File: src/rtl/if_id_queue.sv
// rtl/if_id_queue.sv - fetch-to-decode instruction queue; define IFQ_BYPASS_EN for the 0-cycle empty-queue bypass
module if_id_queue #(
    parameter int DEPTH  = 4,
    parameter int DATA_W = 32
) (
    input  logic                     clk,
    input  logic                     rst_n,
    input  logic                     in_valid,
    input  logic [DATA_W-1:0]        in_instr,
    input  logic [DATA_W-1:0]        in_pc4,
    output logic                     in_ready,
    input  logic                     flush,
    output logic                     out_valid,
    output logic [DATA_W-1:0]        out_instr,
    output logic [DATA_W-1:0]        out_pc4,
    input  logic                     out_ready,
    output logic [$clog2(DEPTH):0]   count,
    output logic                     drop_err
);

    localparam int AW = $clog2(DEPTH);
    localparam logic [AW:0] FULL_CNT = (AW + 1)'(DEPTH);

    logic [DATA_W-1:0] instr_mem_q [DEPTH];
    logic [DATA_W-1:0] pc4_mem_q   [DEPTH];
    logic [AW-1:0]     wr_ptr_q, wr_ptr_d;
    logic [AW-1:0]     rd_ptr_q, rd_ptr_d;
    logic [AW:0]       count_q, count_d;
    logic              drop_err_q, drop_err_d;

    logic empty;
    logic bypass_vis;
    logic bypass_take;
    logic push;
    logic pop;

    // Handshake qualification; in_ready depends only on the registered count
    always_comb begin
        empty    = (count_q == '0);
        in_ready = (count_q != FULL_CNT);
`ifdef IFQ_BYPASS_EN
        // Gated by rst_n so outputs stay quiet while reset is held
        bypass_vis = empty & ~flush & rst_n;
`else
        bypass_vis = 1'b0;
`endif
        // A bypassed entry consumed by decode this cycle is never stored
        bypass_take = bypass_vis & in_valid & out_ready;
        push        = in_valid & in_ready & ~flush & ~bypass_take;
        pop         = ~empty & out_ready & ~flush;
    end

    // Pointer, occupancy and sticky overflow next-state; flush wins over push/pop
    always_comb begin
        wr_ptr_d   = wr_ptr_q;
        rd_ptr_d   = rd_ptr_q;
        count_d    = count_q;
        drop_err_d = drop_err_q | (in_valid & ~in_ready & ~flush);
        if (flush) begin
            wr_ptr_d = '0;
            rd_ptr_d = '0;
            count_d  = '0;
        end else begin
            if (push) begin
                wr_ptr_d = wr_ptr_q + AW'(1);
            end
            if (pop) begin
                rd_ptr_d = rd_ptr_q + AW'(1);
            end
            if (push && !pop) begin
                count_d = count_q + (AW + 1)'(1);
            end else if (pop && !push) begin
                count_d = count_q - (AW + 1)'(1);
            end
        end
    end

    // Control state registers with asynchronous reset
    always_ff @(posedge clk or negedge rst_n) begin
        if (!rst_n) begin
            wr_ptr_q   <= '0;
            rd_ptr_q   <= '0;
            count_q    <= '0;
            drop_err_q <= 1'b0;
        end else begin
            wr_ptr_q   <= wr_ptr_d;
            rd_ptr_q   <= rd_ptr_d;
            count_q    <= count_d;
            drop_err_q <= drop_err_d;
        end
    end

    // Entry storage; contents need no reset since count gates visibility
    always_ff @(posedge clk) begin
        if (push) begin
            instr_mem_q[wr_ptr_q] <= in_instr;
            pc4_mem_q[wr_ptr_q]   <= in_pc4;
        end
    end

    // Head presentation: stored entry, optional bypass, otherwise zeros
    always_comb begin
        out_valid = 1'b0;
        out_instr = '0;
        out_pc4   = '0;
        if (!empty) begin
            out_valid = 1'b1;
            out_instr = instr_mem_q[rd_ptr_q];
            out_pc4   = pc4_mem_q[rd_ptr_q];
        end else if (bypass_vis) begin
            out_valid = in_valid;
            out_instr = in_instr;
            out_pc4   = in_pc4;
        end
        count    = count_q;
        drop_err = drop_err_q;
    end

endmodule

File: config.mk
export PLATFORM = sky130hd
export DESIGN_NAME = if_id_queue
export DESIGN_NICKNAME = d
export VERILOG_FILES = /design/src/rtl/if_id_queue.sv
export SDC_FILE = /design/constraint.sdc
export NUM_CORES = 1
export LEC_CHECK = 0
export BUFFER_PORTS_ARGS = -buffer_cell sky130_fd_sc_hd__buf_2
export CORE_MARGIN = 2
export CORE_UTILIZATION = 40
export CTS_BUF_LIST = sky130_fd_sc_hd__clkbuf_4
export DETAILED_ROUTE_END_ITERATION = 12
export GPL_ROUTABILITY_DRIVEN = 1
export HOLD_SLACK_MARGIN = 0.05
export SLEW_MARGIN = 20
export SYNTH_ARGS = -nofsm -noshare
export SYNTH_HDL_FRONTEND = slang
export SYNTH_SLANG_ARGS = --single-unit
export TNS_END_PERCENT = 30
File: constraint.sdc
create_clock -name clk -period 3.3 [get_ports clk]
set_input_delay 0.33 -clock clk [delete_from_list [all_inputs] [get_ports clk]]
set_output_delay 0.33 -clock clk [all_outputs]
set_load 0.005 [all_outputs]
==> results of run 1 <==
[how the worst min path moves through the flow]
| stage | startpoint | slack (ps) | depth (start not counted) | end |
|---|---|---|---|---|
| floorplan | rst_n | 30 | 0 | count[0]$_DFFE_PN0P_ |
| global placement | rst_n | 170 | 1 | drop_err$_DFF_PN0_ |
| detailed placement | rst_n | 190 | 1 | drop_err$_DFF_PN0_ |
| CTS | out_ready | 60 | 3 | count[2]$_DFFE_PN0P_ |
| global route | out_ready | 130 | 3 | count[2]$_DFFE_PN0P_ |
| finish | out_ready | 140 | 3 | count[2]$_DFFE_PN0P_ |
[layout make-up]
class	count	area [sq um]	share of cell area (%)
Tap cell	330	413	3.20
Antenna cell	1	2.50	0.0194
Clock inverter	16	68.8	0.534
Multi-Input combinational cell	172	2180	16.9
Inverter	8	30.0	0.233
Clock buffer	100	751	5.83
Sequential cell	264	7900	61.3
Timing Repair Buffer	225	1540	12.0
[Yosys cell counts (2+ instances only)]
cell	number
edfxtp_1	256
and2_1	69
mux4_2	64
buf_2	10
clkbuf_1	9
nor2_1	9
dfrtp_1	8
inv_1	8
buf_6	5
ha_1	4
o21ai_0	3
a21oi_1	2
mux2_2	2
nand3_1	2
o31ai_1	2
xor2_1	2
[state kept, by name (all words and copies together), names as in the netlist]
name / count
count: 3
drop_err: 1
instr_mem_q: 128
pc4_mem_q: 128
rd_ptr_q: 2
wr_ptr_q: 2
[worst register-to-register path, delay by kind of cell, from the launching register on]
kind	cells	cell delay (ps)
flip-flops	1	460
AND/OR/NAND/NOR	3	1330
buffers and inverters	1	350
[kinds of logic (layout without fill, tap and decap cells)]
logic type	count (synthesis)	in the layout	share of synthesized area [%]
AO/OA/AOI/OAI	14	14	1.02
other	0	1	0
flip-flops	264	264	77.1
buffers and inverters	33	349	1.71
multiplexers	67	67	14.4
adder cells (fa/ha/maj)	5	5	0.685
XOR/XNOR	2	2	0.171
AND/OR/NAND/NOR	84	84	4.92
[where the power goes]
part	internal, mW	total [mW]	leakage, nW	switching [mW]
logic	1.20	2.20	1.67	0.995
registers	3.87	4.04	2.42	0.169
clock network	1.39	2.61	0.501	1.22
total	6.46	8.85	4.60	2.39
[metal layers]
layer  part of all wire [%]  routed length (um)
met1                     43                8720
met2                     50               10100
met5                      0                   0
met4                    2.0                 414
met3                    5.6                1140
[timing repair]
| item | in CTS | in global routing |
|---|---|---|
| endpoints found under the setup margin | 0 | 0 |
| hold buffers | 69 | 0 |
| endpoints found under the hold margin | 269 | 0 |
[layout by cell type, fill, tap and decap left out, types with 2 or more instances in the layout]
| master | instances |
|---|---|
| dfrtp_4 | 2 |
| mux4_2 | 64 |
| and2_1 | 65 |
| clkbuf_4 | 100 |
| xor2_1 | 2 |
| edfxtp_1 | 256 |
| nand3_1 | 2 |
| buf_4 | 16 |
| inv_1 | 8 |
| dlygate4sd3_1 | 69 |
| ha_1 | 4 |
| mux2_2 | 2 |
| buf_12 | 2 |
| inv_2 | 3 |
| clkinv_1 | 8 |
| o31ai_1 | 2 |
| dfrtp_1 | 6 |
| a21oi_1 | 2 |
| and2_4 | 4 |
| nor2_1 | 9 |
| buf_2 | 138 |
| o21ai_0 | 3 |
| clkinv_2 | 4 |
==> flow_summary.ini, run 1 <==
[yosys]
yosys_warnings = 0
synth_nets = 543
synth_seq_cells = 264
synthArstFlopShare_pct = 3.03
synth.avg_cell_area_sq_um = 21.8
synth_edf_count = 256
synth_ff_type = edfxtp_1
yosysTopAreaCell = edfxtp_1
netlist_area_sq_um = 10200
synth_top_area_share_pct = 75.1
ys_seq_area_share_pct = 77.1
syn_inst = 469
synth_area_leaders = edfxtp_1 (75%), mux4_2 (14%), and2_1 (4.2%), dfrtp_1 (2.0%), buf_6 (0.55%)
yosysUniqueCellTypes = 30

[sta]
setup_tns_ps = 0
finalHoldViolCount = 0
maxSlewViolCount = 0
rsz0062_at_grt = false
max_freq_ghz = 0.340
setup_viol = 0
clock_skew_ps = 28.7
fin_crit_ps = 2940
hold_slack_ps = 140
slew_headroom_pct = 58.1
tightest_slew_ps = 628
setup_ws_ps = 356
period_share_pct = 89.2

[routing]
antenna_left = 0
drt_wl_total_mm = 20.4
drt_iter0_markers = 287
via_per_inst = 4.90
drcViolationCount = 0
routedWlPerCell_um = 18.2
dr.pass1.iters = 4
num_vias = 5471

[grt]
grt_busiest_layer = met2
grt_max_degree = 66
grt_pass1_wl_mm = 31.6
met1_usage_pct = 19.6
met3_usage_pct = 4.02
antenna_found_initial = 2
met2_usage_pct = 25.4
overflow = 0
track_usage_pct = 15.6
grt_pass1_vias = 6067

[power_and_ir_drop]
pwr_density_cell_nw_per_um2 = 687
peakVddDrop_mv = 0.368
total_power_mw = 8.85
leakagePower_nw = 4.60

[critical_path]
crit_arrival_ps = 2610
endpoint_kind = output port
cp_top_family = flip-flops
r2r-end = pc4_mem_q[3][7]$_DFFE_PP_
crit_type = reg2out
crit_buf_inv = 2
r2r_setup_slack_ps = 860
crit_path_start = rd_ptr_q[0]$_DFFE_PN0P_
crit_cells = 4
r2r_start = count[2]$_DFFE_PN0P_
worst-r2r-cell-count = 4
slowest_stage = dfrtp_4
crit_fanout = 27
cp.required_ps = 2970
endpoint = out_pc4[25]
path_cells = buf_4 > mux4_2 > and2_1 > buf_2
start_kind = register
cpPeakStageDelay_ps = 780

[cells_and_area]
final_layout_size_suffix_gt1_share_pct = 43.2
areaGrowthSynthToFinish_pct = 25.9
final_nets = 813
fin_cells = 1116
fill_cells = 2060
post-route-util_pct = 51.2
final_area_sq_um = 12900

[die]
coreArea_sq_um = 25200
start_util_pct = 40.6
rows = 58
die-width_um = 164
dieArea_sq_um = 26900
io_pins = 139
die_height_um = 164

[clock_network]
clk_path_buf_depth = 3
clock-root-buffer = clkbuf_4
post_cts_buffers = 0
cts_buffers = 68
cts_tree = done
clk_pin_slew_ps = 60
cts_resized = 0
clkSinkCount = 264
cts_htree_levels = 3
clk_latency_ps = 650

[placement]
placedCellCount = 930
placed_area_sq_um = 11400
dp_worst_setup_slack_ps = 845
io_buffers = 138
dpl.hpwl_mm = 12.7

[job]
drv_cap = 0

[hold_path]
hp-class = in2reg

[outcome]
status = finished clean
No activity file was read; power rests on OpenSTA's default activity.
==> run 2: changes to the inputs <==
--- a/config.mk
+++ b/config.mk
@@ -8,2 +8,4 @@
 export BUFFER_PORTS_ARGS = -buffer_cell sky130_fd_sc_hd__buf_2
+export CAP_MARGIN = 25
+export CORE_ASPECT_RATIO = 1.2
 export CORE_MARGIN = 2
==> constraint.sdc (replaced) <==
create_clock -name clk -period 3.3 [get_ports clk]
set_input_delay 0.825 -clock clk [delete_from_list [all_inputs] [get_ports clk]]
set_output_delay 0.825 -clock clk [all_outputs]
set_load 0.005 [all_outputs]
==> run 2 against run 1 <==
Wire length up 0.71%. Critical endpoint is now out_pc4[31]. Largest power group unchanged. Fmax down 5.7%. Combinational power up 9%. Flip-flop and latch count unchanged. Worst setup slack worse by 180 ps. Via count is 4.6% lower. Worst hold slack gained 280 ps. Die area barely moved.
==> flow_summary.ini, run 2 (synthesis gave the netlist of run 1 again) <==
[cells_and_area]
fill_cells = 2182
areaGrowthSynthToFinish_pct = 20.9
final_nets = 748
final_layout_size_suffix_gt1_share_pct = 47.0
fin_cells = 1048
final_common_cell = edfxtp_1
mostFrequentLayoutCells = edfxtp_1 (256), buf_2 (138), clkbuf_4 (92), and2_1 (65), mux4_2 (64)
post-route-util_pct = 48.9

[outcome]
status = finished clean

[routing]
via_per_inst = 4.98
dr.pass1.iters = 4
drt_wl_total_mm = 20.5
wl_met2_mm = 10.9
drcViolationCount = 0
drt_iter0_markers = 190
antenna_left = 0
wl_met3_mm = 1.20
wirelength_met1_mm = 8.04
routedWlPerCell_um = 19.6
num_vias = 5217
top_layer_used = met5

[sta]
fin_crit_ps = 3120
maxSlewViolCount = 0
period_share_pct = 94.6
max_freq_ghz = 0.320
setup_viol = 0
rsz0062_at_grt = false
tightest_slew_ps = 634
slew_headroom_pct = 57.7
clock_skew_ps = 34.6
finalHoldViolCount = 0

[critical_path]
start_kind = register
crit_type = reg2out
crit_arrival_ps = 2300
cp.required_ps = 2470
crit_fanout = 39
endpoint_kind = output port

[clock_network]
cts_htree_levels = 3
cts_tree = done
cts_buffers = 66
clock-root-buffer = clkbuf_4
clk_pin_slew_ps = 70
clk_latency_ps = 630
clkSinkCount = 264
clk_path_buf_depth = 3

[die]
rows = 64
die_height_um = 179
io_pins = 139
die-width_um = 150
start_util_pct = 40.4
dieArea_sq_um = 26900
coreArea_sq_um = 25300

[hold_path]
hp-class = in2reg

[placement]
dpl.hpwl_mm = 12.3
place.gp.congestion = 0.724
placedCellCount = 930
io_buffers = 138

[job]
drv_cap = 0

[power_and_ir_drop]
total_power_mw = 8.98
leakagePower_nw = 4.36
pwr_density_cell_nw_per_um2 = 726
peakVddDrop_mv = 0.443

[grt]
grt_pass1_wl_mm = 31.2
antenna_found_initial = 3
track_usage_pct = 15.6
grt_pass1_vias = 5754
grt_max_degree = 66
overflow = 0
run 2: changes by cell type in the layout (fill, tap and decap cells not counted), sizes merged:
cell	before	now
clkbuf	100	92
bufinv	0	2
dlygate4sd3	69	1
inv	11	10
buf	156	161
clkinv	12	14
run 2: layout make-up:
| class | count | area, sq um | area share, % |
|---|---|---|---|
| timing repair buffer | 162 | 1030 | 8.30 |
| inverter | 8 | 30.0 | 0.243 |
| sequential | 264 | 7900 | 63.8 |
| multi-input combinational | 172 | 2180 | 17.6 |
| clock buffer | 92 | 691 | 5.58 |
| tap | 330 | 413 | 3.34 |
| clock inverter | 19 | 133 | 1.07 |
| antenna | 1 | 2.50 | 0.0202 |
run 2: worst paths after layout:
path / from / to / slack, ps / depth (start not counted)
max: rd_ptr_q[1]$_DFFE_PN0P_ / out_pc4[31] / 180 / 4
max in group asynchronous: rst_n / rd_ptr_q[1]$_DFFE_PN0P_ / 2530 / 2
min reg2reg: drop_err$_DFF_PN0_ / drop_err$_DFF_PN0_ / 480 / 2
min in group asynchronous: rst_n / count[2]$_DFFE_PN0P_ / 570 / 2
min: in_pc4[17] / pc4_mem_q[3][17]$_DFFE_PP_ / 420 / 1
max reg2reg: count[2]$_DFFE_PN0P_ / count[2]$_DFFE_PN0P_ / 890 / 7
run 2: per-stage QoR:
step / instance area, sq um / setup WS [ps] / hold slack [ps] / setup TNS (ps)
final: 12400 / 177 / 416 / 0
after CTS: 12400 / 43.3 / 328 / 0
after detailed placement: 11500 / 580 / 474 / 0
after global routing: 12400 / 34.6 / 341 / 0
after global placement: 11500 / 656 / 453 / 0
after floorplan: 10200 / -102 / 460 / -13040
run 2: power breakdown:
| part | switching [mW] | internal, mW |
|---|---|---|
| Sequential | 0.0817 | 3.87 |
| Combinational | 1.14 | 1.25 |
| Clock | 1.20 | 1.44 |
| Total | 2.42 | 6.56 |
run 2: timing repair:
action | 4_1_cts | 5_1_grt
hold buffers | 1 | 0
setup endpoints to repair | 39 | 0
endpoints found under the hold margin | 8 | 0
buffers inserted | 5 | 0
gates resized for setup | 1 | 0
run 2: worst max-delay path: stages (launching register included):
cell and delay, ps:
dfrtp_4 400, buf_4 520, mux4_2 430, and2_1 190, buf_2 130
run 2: metal layers:
| metal | track usage [%] | up-vias |
|---|---|---|
| li1 | - | 2348 |
| met4 | 6.01 | 2 |
| met2 | 26.8 | 143 |
| met1 | 18.4 | 2691 |
| met5 | 0 | - |
| met3 | 4.66 | 33 |
